[src/rtl/uart_fifo.sv]
// First-word-fall-through byte FIFO: dout shows the head whenever not empty.
// A push into a full FIFO is accepted only when a pop happens in the same cycle.
module uart_fifo #(
  parameter int DEPTH = 8
) (
  input  logic                     clk,
  input  logic                     reset,
  input  logic                     push,
  input  logic                     pop,
  input  logic [7:0]               din,
  output logic [7:0]               dout,
  output logic                     full,
  output logic                     empty,
  output logic [$clog2(DEPTH):0]   count
);
  localparam int AW = $clog2(DEPTH);
  localparam int CW = AW + 1;

  logic [7:0]    mem [DEPTH];
  logic [AW-1:0] wr_ptr_reg;
  logic [AW-1:0] rd_ptr_reg;
  logic [CW-1:0] count_reg;
  logic          do_push;
  logic          do_pop;

  assign empty   = (count_reg == '0);
  assign full    = (count_reg == CW'(DEPTH));
  assign do_pop  = pop && !empty;
  assign do_push = push && (!full || do_pop);
  assign dout    = mem[rd_ptr_reg];
  assign count   = count_reg;

  always_ff @(posedge clk) begin
    if (do_push) begin
      mem[wr_ptr_reg] <= din;
    end
  end

  always_ff @(posedge clk or negedge reset) begin
    if (!reset) begin
      wr_ptr_reg <= '0;
      rd_ptr_reg <= '0;
      count_reg  <= '0;
    end else begin
      if (do_push) wr_ptr_reg <= wr_ptr_reg + AW'(1);
      if (do_pop)  rd_ptr_reg <= rd_ptr_reg + AW'(1);
      case ({do_push, do_pop})
        2'b10:   count_reg <= count_reg + CW'(1);
        2'b01:   count_reg <= count_reg - CW'(1);
        default: count_reg <= count_reg;
      endcase
    end
  end
endmodule

[config.mk]
export PLATFORM = sky130hd
export DESIGN_NAME = uart_fifo
export DESIGN_NICKNAME = d
export VERILOG_FILES = /design/src/rtl/uart_fifo.sv
export SDC_FILE = /design/constraint.sdc
export NUM_CORES = 1
export LEC_CHECK = 0
export ABC_AREA = 1
export CELL_PAD_IN_SITES_DETAIL_PLACEMENT = 1
export CELL_PAD_IN_SITES_GLOBAL_PLACEMENT = 1
export CORE_ASPECT_RATIO = 1.25
export CORE_MARGIN = 4
export CORE_UTILIZATION = 46
export CTS_CLUSTER_DIAMETER = 30
export CTS_CLUSTER_SIZE = 24
export DETAILED_ROUTE_END_ITERATION = 6
export PLACE_DENSITY_LB_ADDON = 0.1
export SYNTH_ARGS = -nofsm -noshare
export SYNTH_HDL_FRONTEND = slang
export SYNTH_SLANG_ARGS = --single-unit
[constraint.sdc]
create_clock -name clk -period 2.27 [get_ports clk]
set_input_delay 0.3405 -clock clk [delete_from_list [all_inputs] [get_ports clk]]
set_output_delay 0.3405 -clock clk [all_outputs]
set_load 0.01 [all_outputs]
==> results of run 1 <==
-- routing by layer --
layer  share of wire [%]  vias to the layer above  track usage [%]
li1                    -                      992                -
met5                   0                        -                0
met1                  39                     1053            24.30
met4                 2.1                        0            7.417
met3                 3.5                       12            4.488
met2                  56                       40            36.89
-- power breakdown --
| group | internal, uW | leakage [uW] | switching, uW |
|---|---|---|---|
| registers | 1730 | 0.000695 | 150 |
| clock network | 612 | 0.000105 | 469 |
| logic | 985 | 0.000709 | 1190 |
-- critical path: stages, from the launching register on --
cell	delay, ns
dfrtp_2	0.46
buf_4	0.15
buf_6	0.14
nor2_1	0.11
nor2_1	0.05
o21ai_0	0.10
o21ai_1	0.12
nand2_1	0.08
nand2_1	0.08
clkdlybuf4s15_1	0.24
-- cells by family after synthesis --
| family | count (synthesis) | share of synthesized area, % |
|---|---|---|
| AND/OR/NAND/NOR | 94 | 12.84 |
| flip-flops | 74 | 69.66 |
| AO/OA/AOI/OAI | 44 | 7.384 |
| buffers and inverters | 24 | 3.531 |
| multiplexers | 9 | 2.929 |
| XOR/XNOR | 5 | 1.404 |
| adder cells (fa/ha/maj) | 5 | 2.247 |
-- per-stage QoR --
| stage | std cells | instance area, sq um |
|---|---|---|
| 6_report | 394 | 3866 |
| 5_1_grt | 394 | 3866 |
| 4_1_cts | 392 | 3849 |
| 3_5_place_dp | 373 | 3561 |
| 3_3_place_gp | 373 | 3561 |
| 2_1_floorplan | 255 | 3118 |
-- area by class of cell --
type,instances,area [sq um]
clock buffer,10,127.6
clock inverter,6,81.33
fill,691,2699
inverter,15,58.81
multi-input combinational,157,835.8
sequential,74,2175
tap,87,108.9
timing repair buffer,45,479.2
-- cells in the final DEF (no fill, tap or decap), types with 4 or more instances in the layout --
cell type	netlist	final
buf_4	1	14
clkbuf_8	0	9
clkdlybuf4s50_1	0	17
dfrtp_1	10	8
dlygate4sd2_1	0	6
edfxtp_1	64	64
ha_1	4	4
inv_1	13	13
mux2i_1	8	8
nand2_1	34	34
nand3_1	9	9
nor2_1	40	40
nor3_1	4	4
o21ai_0	24	22
o21ai_1	9	11
o22ai_1	8	8
xor2_1	4	4
-- final timing paths --
kind                       slack [ns]  cells after the start            end
setup / recovery                 0.07                      9        dout[7]
hold / removal                   0.33                      1  wr_ptr_reg[0]
setup reg to reg                 0.32                     11       count[3]
hold reg to reg                  0.53                      2  wr_ptr_reg[0]
max in group asynchronous        1.57                      1  rd_ptr_reg[0]
min in group clk                 0.53                      2  wr_ptr_reg[0]
-- timing repair --
item                       in CTS  in global routing
setup endpoints to repair       8                  1
buffers inserted                1                  2
gates cloned                    2                  0
gates resized for setup        14                  4
pin swaps                       0                  1
==> flow_metrics.py, run 1 <==
metrics = {
    "run_status": {
        "run_status": "completed",
    },
    "drt": {
        "via_per_inst": 5.322,
        "drt_pre_antenna_iters": 4,
        "postRouteWirelength_um": 7489,
        "drtIter0Drc": 141,
        "ant_nets": 0,
        "post-route-drc-count": 0,
        "detail_route.wl_per_cell_um": 19.01,
        "via_count": 2097,
    },
    "synth": {
        "synth.most_common_cell": "edfxtp_1",
        "syn_nets": 272,
        "yosysTopAreaCell": "edfxtp_1",
        "synth_common_cells": "edfxtp_1 (64), nor2_1 (40), nand2_1 (34), o21ai_0 (24), inv_1 (13)",
        "avgSynthCellArea_sq_um": 12.23,
        "synth_flop_cell": "edfxtp_1",
        "yosysWarnings": 0,
        "synth_edf_count": 64,
        "syn_inst": 255,
        "synth_area_sq_um": 3118,
        "ys_ff_latch": 74,
        "synth_top_area_share_pct": 61.64,
        "synthArstFlopShare_pct": 13.51,
        "yosys.cell_types.count": 27,
        "ys_seq_area_share_pct": 69.66,
        "ys_top_cells_by_area": "edfxtp_1 (62%), dfrtp_1 (8.0%), nor2_1 (4.8%)",
    },
    "die": {
        "die_h_um": 100.1,
        "dieArea_sq_um": 8168,
        "initial_core_util_pct": 47.49,
        "die_w_um": 81.64,
        "io_pins": 26,
        "floorplan.rows": 33,
        "coreArea_sq_um": 6565,
    },
    "place": {
        "io_buffers": 25,
        "finalWeightedCongestion": 0.7351,
        "dp_worst_setup_slack_ns": 0.1332,
        "dp_hpwl_um": 4680,
    },
    "sta": {
        "fin_setup_tns_ns": 0,
        "finalSetupViolCount": 0,
        "worst_slack_ns": 0.07188,
        "hold_ws_ns": 0.3290,
        "skew_ns": 0.01001,
        "finalCritPeriodShare_pct": 96.83,
        "fmax_ghz": 0.4549,
        "slew_violations": 0,
        "hold_violations": 0,
        "period_minus_slack_ns": 2.198,
        "max_slew_margin_pct": 66.57,
        "tightest_slew_ns": 0.4998,
    },
    "final_layout": {
        "nets": 319,
        "largest_reg_flops": 64,
        "final_core_util_pct": 58.89,
        "antenna_cells": 0,
        "layout-drive-gt1-share_pct": 14.33,
        "area.growth.synth_to_final_pct": 24.00,
    },
    "setup_path": {
        "cp.required_ns": 1.93,
        "crit_path_start_kind": "flip-flop",
        "endpoint_kind": "primary output",
        "cp_max_fo": 10,
        "crit_arrival_ns": 1.86,
        "critPathKind": "reg2out",
        "critPathLaunch": "rd_ptr_reg[0]",
        "reg2reg_from": "count[1]",
    },
    "global_routing": {
        "antenna_found_initial": 0,
        "grt_pass1_wl_um": 12040,
        "first_global_vias": 2280,
        "grt_max_degree": 17,
        "grt.total_usage_pct": 20.74,
        "overflow": 0,
    },
    "cts": {
        "clk_latency_ns": 0.34,
        "cts.sinks": 74,
        "cts.path.max_buffers": 2,
        "cts_hold_buf": 0,
        "cts-root-buf": "clkbuf_8",
        "numCtsBuffers": 9,
        "cts_tree": "yes",
        "clkSlewWorstSetupHoldPaths_ns": 0.07,
        "h-tree-depth": 3,
    },
    "pwr": {
        "leakagePower_uw": 0.001509,
        "peakVddDrop_uv": 609.8,
        "power_uw": 5141,
        "p_per_area_nw_per_um2": 1330,
    },
    "hold_path": {
        "hold_class": "in2async",
    },
    "job": {
        "maxCapViolations": 0,
    },
}
Note: power is estimated with default switching activity, not from simulation.
==> inputs of run 2 (changes only) <==
--- a/config.mk
+++ b/config.mk
@@ -10,7 +10,8 @@
 export CELL_PAD_IN_SITES_GLOBAL_PLACEMENT = 1
 export CORE_ASPECT_RATIO = 1.25
 export CORE_MARGIN = 4
-export CORE_UTILIZATION = 46
+export CORE_UTILIZATION = 48
+export CTS_BUF_LIST = sky130_fd_sc_hd__clkbuf_4 sky130_fd_sc_hd__clkbuf_8
 export CTS_CLUSTER_DIAMETER = 30
 export CTS_CLUSTER_SIZE = 24
 export DETAILED_ROUTE_END_ITERATION = 6
==> flow_metrics.py, run 2 (same netlist as run 1, synthesis figures left out) <==
metrics = {
    "final_layout": {
        "area.growth.synth_to_final_pct": 22.03,
        "final_cells": 391,
        "largest_reg_flops": 64,
        "nets": 318,
        "fillers": 667,
        "final_common_cell": "edfxtp_1",
        "final_cell_mix": "edfxtp_1 (64), nor2_1 (37), nand2_1 (34)",
        "final_core_util_pct": 60.92,
        "layout-drive-gt1-share_pct": 16.01,
        "antenna_cells": 0,
    },
    "cts": {
        "cts-root-buf": "clkbuf_8",
        "cts_hold_buf": 0,
        "clk_latency_ns": 0.35,
        "h-tree-depth": 3,
        "numCtsBuffers": 9,
        "clkSlewWorstSetupHoldPaths_ns": 0.07,
        "cts.sinks": 74,
        "cts_tree": "yes",
        "cts.path.max_buffers": 2,
    },
    "setup_path": {
        "slowest_stage": "dfrtp_2",
        "cp.required_ns": 1.93,
        "cp_max_fo": 20,
        "endpoint_kind": "primary output",
        "slowest_delay_ns": 0.45,
        "crit_path_start_kind": "flip-flop",
        "critPathKind": "reg2out",
        "crit_chain": "buf_4, buf_12, nor2_1, nor2_1, o21ai_0, o21ai_1, nand2_1, nand2_1, dlygate4sd2_1",
        "rr_worst_depth": 11,
        "crit_arrival_ns": 1.81,
    },
    "global_routing": {
        "grt_max_degree": 21,
        "grt_pass1_wl_um": 11800,
        "grt.total_usage_pct": 20.69,
        "overflow": 0,
        "antenna_found_initial": 0,
        "first_global_vias": 2278,
    },
    "drt": {
        "ant_nets": 0,
        "post-route-drc-count": 0,
        "postRouteWirelength_um": 7240,
        "via_per_inst": 5.276,
        "detail_route.wl_per_cell_um": 18.52,
        "via_count": 2063,
        "drtIter0Drc": 98,
        "drt_pre_antenna_iters": 4,
    },
    "place": {
        "dp_hpwl_um": 4768,
        "finalWeightedCongestion": 0.7133,
        "io_buffers": 25,
        "place_inst": 372,
    },
    "sta": {
        "hold_violations": 0,
        "period_minus_slack_ns": 2.150,
        "skew_ns": 0.01034,
        "finalSetupViolCount": 0,
        "finalCritPeriodShare_pct": 94.71,
        "tightest_slew_ns": 0.5145,
        "rsz0062_at_grt": "true",
        "slew_violations": 0,
        "fmax_ghz": 0.4651,
        "max_slew_margin_pct": 65.59,
    },
    "die": {
        "dieArea_sq_um": 7857,
        "initial_core_util_pct": 49.92,
        "io_pins": 26,
        "floorplan.rows": 32,
        "die_w_um": 80.09,
        "coreArea_sq_um": 6246,
        "die_h_um": 98.11,
    },
    "pwr": {
        "leakagePower_uw": 0.001474,
        "peakVddDrop_uv": 634.0,
        "p_per_area_nw_per_um2": 1295,
    },
    "hold_path": {
        "hold_class": "in2async",
    },
    "job": {
        "maxCapViolations": 0,
    },
    "run_status": {
        "run_status": "completed",
    },
}
## run 2: cell types whose count changed in the layout (fill, tap and decap cells not counted), moves of 2 or more
cell        change
nor2_1          -3
nor2_2          +3
bufbuf_16       -2
clkbuf_4        +2
clkinv_1        -2
clkinvlp_4      +2
## run 2: worst max-delay path, delay by kind of cell, from the launching register on
family	cells	cell delay (ns)
compound gates	2	0.15
buf+inv	3	0.59
flops	1	0.45
simple gates	4	0.28
## run 2: final cells by class
cell class / count / area [sq um] / area share, %
clock buffers: 11 / 138.9 / 3.650
clock inverters: 5 / 55.05 / 1.447
inverters: 15 / 58.81 / 1.546
multi-input cells: 157 / 847.1 / 22.26
flip-flops and latches: 74 / 2173 / 57.12
well taps: 85 / 106.4 / 2.795
repair buffers: 44 / 425.4 / 11.18
## run 2: what timing repair did
action | 4_1_cts | 5_1_grt
resized for setup | 14 | 10
setup buffers | 2 | 1
endpoints found under the setup margin | 8 | 1
## run 2: stage by stage
step           power [uW]  TNS [ns]  setup WS (ns)  hold slack, ns  cell area (sq um)
2_1_floorplan        3036         0         0.4178         0.04491               3118
3_3_place_gp         3822         0         0.2110          0.4830               3553
3_5_place_dp         3921         0        0.09348          0.4920               3553
4_1_cts              4940  -0.07926       -0.07926          0.3434               3777
5_1_grt              5279         0       0.001496          0.3460               3805
6_report             4929         0         0.1201          0.3319               3805
## run 2: power breakdown
group | internal [uW] | leakage (uW) | switching (uW)
sequential | 1730 | 0.000696 | 143
clock | 528 | 0.0000962 | 473
combinational | 879 | 0.000682 | 1180
## run 2: metal layers
metal	GRT usage (%)	vias up	routed length, um
li1	-	986	-
met1	23.36	1027	2824
met2	36.80	34	4035
met3	3.782	16	156
met4	10.14	0	225
met5	0	-	0
## run 2: final timing paths
check | from | endpoint | slack, ns
setup / recovery | rd_ptr_reg[0] | dout[3] | 0.12
hold / removal | reset | wr_ptr_reg[1] | 0.33
setup reg to reg | count[3] | count[3] | 0.27
hold reg to reg | wr_ptr_reg[0] | wr_ptr_reg[0] | 0.51
max in group asynchronous | reset | rd_ptr_reg[0] | 1.57
min in group clk | wr_ptr_reg[0] | wr_ptr_reg[0] | 0.51
==> inputs of run 3 (changes only) <==
==> constraint.sdc (replaced) <==
create_clock -name clk -period 2.27 [get_ports clk]
set_input_delay 0.3405 -clock clk [delete_from_list [all_inputs] [get_ports clk]]
set_output_delay 0.3405 -clock clk [all_outputs]
set_load 0.005 [all_outputs]
==> flow_metrics.py, run 3 (same netlist as run 1, synthesis figures left out) <==
metrics = {
    "run_status": {
        "run_status": "complete, but fails checks",
        "violations": "negative setup slack",
    },
    "final_layout": {
        "fillers": 679,
        "nets": 327,
        "antenna_cells": 0,
        "final_cell_mix": "edfxtp_1 (64), nor2_1 (40), nand2_1 (34)",
        "seqCellArea_sq_um": 2173,
        "largest_reg_flops": 64,
        "final_cells": 400,
        "layout-drive-gt1-share_pct": 17.46,
        "multi_input_area_sq_um": 835.8,
        "area.growth.synth_to_final_pct": 22.79,
        "final_common_cell": "edfxtp_1",
    },
    "place": {
        "dp_hpwl_um": 5151,
        "finalWeightedCongestion": 0.7401,
        "place_inst": 374,
        "io_buffers": 25,
    },
    "global_routing": {
        "antenna_found_initial": 0,
        "first_global_vias": 2357,
        "overflow": 0,
        "grt_max_degree": 19,
        "grt_pass1_wl_um": 12080,
        "grt.total_usage_pct": 21.37,
    },
    "sta": {
        "period_minus_slack_ns": 2.273,
        "finalCritPeriodShare_pct": 100.1,
        "max_slew_margin_pct": 65.04,
        "hold_violations": 0,
        "tightest_slew_ns": 0.5228,
        "rsz0062_at_grt": "true",
        "finalSetupViolCount": 1,
        "skew_ns": 0.01223,
        "worst_slack_ns": -0.002945,
        "slew_violations": 0,
        "fmax_ghz": 0.4400,
    },
    "die": {
        "die_w_um": 80.09,
        "coreArea_sq_um": 6246,
        "initial_core_util_pct": 49.92,
        "dieArea_sq_um": 7857,
        "floorplan.rows": 32,
        "io_pins": 26,
        "die_h_um": 98.11,
    },
    "setup_path": {
        "endpoint_kind": "primary output",
        "critPathKind": "reg2out",
        "crit_chain": "buf_6, nor2_1, nor2_1, o21ai_0, o21ai_1, nand2_1, nand2_1, clkdlybuf4s50_1",
        "regToRegSetupSlack_ns": 0.25,
        "crit_path_start_kind": "flip-flop",
        "slowest_delay_ns": 0.51,
        "rr_worst_depth": 11,
        "cp.required_ns": 1.93,
        "crit_arrival_ns": 1.93,
        "cpLargestDelayFamily": "buffers and inverters",
        "crit_buf_inv": 2,
        "cp_max_fo": 11,
        "path_depth": 8,
        "slowest_stage": "clkdlybuf4s50_1",
    },
    "pwr": {
        "power_uw": 4843,
        "p_per_area_nw_per_um2": 1265,
        "leakagePower_uw": 0.001529,
        "peakVddDrop_uv": 602.9,
    },
    "drt": {
        "via_per_inst": 5.355,
        "ant_nets": 0,
        "post-route-drc-count": 0,
        "drt_pre_antenna_iters": 4,
        "drtIter0Drc": 111,
        "postRouteWirelength_um": 7513,
        "via_count": 2142,
        "detail_route.wl_per_cell_um": 18.78,
    },
    "cts": {
        "cts_tree": "yes",
        "cts-root-buf": "clkbuf_8",
        "clkSlewWorstSetupHoldPaths_ns": 0.08,
        "cts.sinks": 74,
        "clk_latency_ns": 0.35,
        "numCtsBuffers": 9,
        "h-tree-depth": 3,
        "cts_hold_buf": 0,
        "cts.path.max_buffers": 2,
    },
    "job": {
        "maxCapViolations": 0,
    },
    "hold_path": {
        "hold_class": "in2async",
    },
}
[run 3: cell count changes in the layout (fill, tap and decap cells not counted), moves of 2 or more]
cell             previous run  this run
clkbuf_2                    0         2
nor2_2                      4         1
nor2_1                     37        40
clkdlybuf4s15_1             2         0
buf_6                       1         4
buf_12                      2         0
buf_4                      15        23
dlymetal6s2s_1              1         5
clkbuf_4                    2         0
dlygate4sd2_1               5         0
[run 3: per-layer routing]
layer  vias to the layer above  GRT usage [%]  wire length (um)  part of all wire (%)
met1                      1094          23.68              3073                    41
li1                       1010              -                 -                     -
met3                        12          4.520               167                   2.2
met2                        26          38.39              4119                    55
met5                         -              0                 0                     0
met4                         0          9.753               153                   2.0
[run 3: cell type report]
type                    instances  area share, %
repair buffers                 53          12.68
multi-input cells             157          21.83
inverters                      15          1.536
clock inverters                 7          1.176
flip-flops and latches         74          56.76
clock buffers                   9          3.235
well taps                      85          2.778
[run 3: timing repair]
| action | 4_1_cts | 5_1_grt |
|---|---|---|
| cloned | 0 | 0 |
| buffers inserted | 3 | 7 |
| endpoints found under the setup margin | 8 | 6 |
| pin swaps | 0 | 3 |
| gates resized for setup | 12 | 10 |
[run 3: report_power, final]
part / internal, uW / switching, uW / leakage (uW)
combinational: 955 / 1130 / 0.000754
clock: 392 / 491 / 0.0000791
sequential: 1730 / 150 / 0.000696
[run 3: worst paths after layout]
kind	start	endpoint
min	reset	wr_ptr_reg[1]
max in group asynchronous	reset	rd_ptr_reg[0]
min in group clk	wr_ptr_reg[0]	wr_ptr_reg[0]
min reg2reg	wr_ptr_reg[0]	wr_ptr_reg[0]
max reg2reg	count[3]	count[3]
max	rd_ptr_reg[0]	dout[7]
[run 3: per-stage QoR]
step                      setup WS, ns  hold WS (ns)  instance area, sq um  util [%]   TNS [ns]
final                        -0.002945        0.3280                  3829     61.30  -0.002945
after global routing           -0.1353        0.3360                  3829     61.30    -0.1353
after CTS                     -0.03881        0.3184                  3771     60.38   -0.08292
after detailed placement       0.07910        0.5058                  3556     56.93          0
after global placement          0.2102        0.4936                  3556     56.93          0
after floorplan                 0.4751       0.04491                  3118         -          0
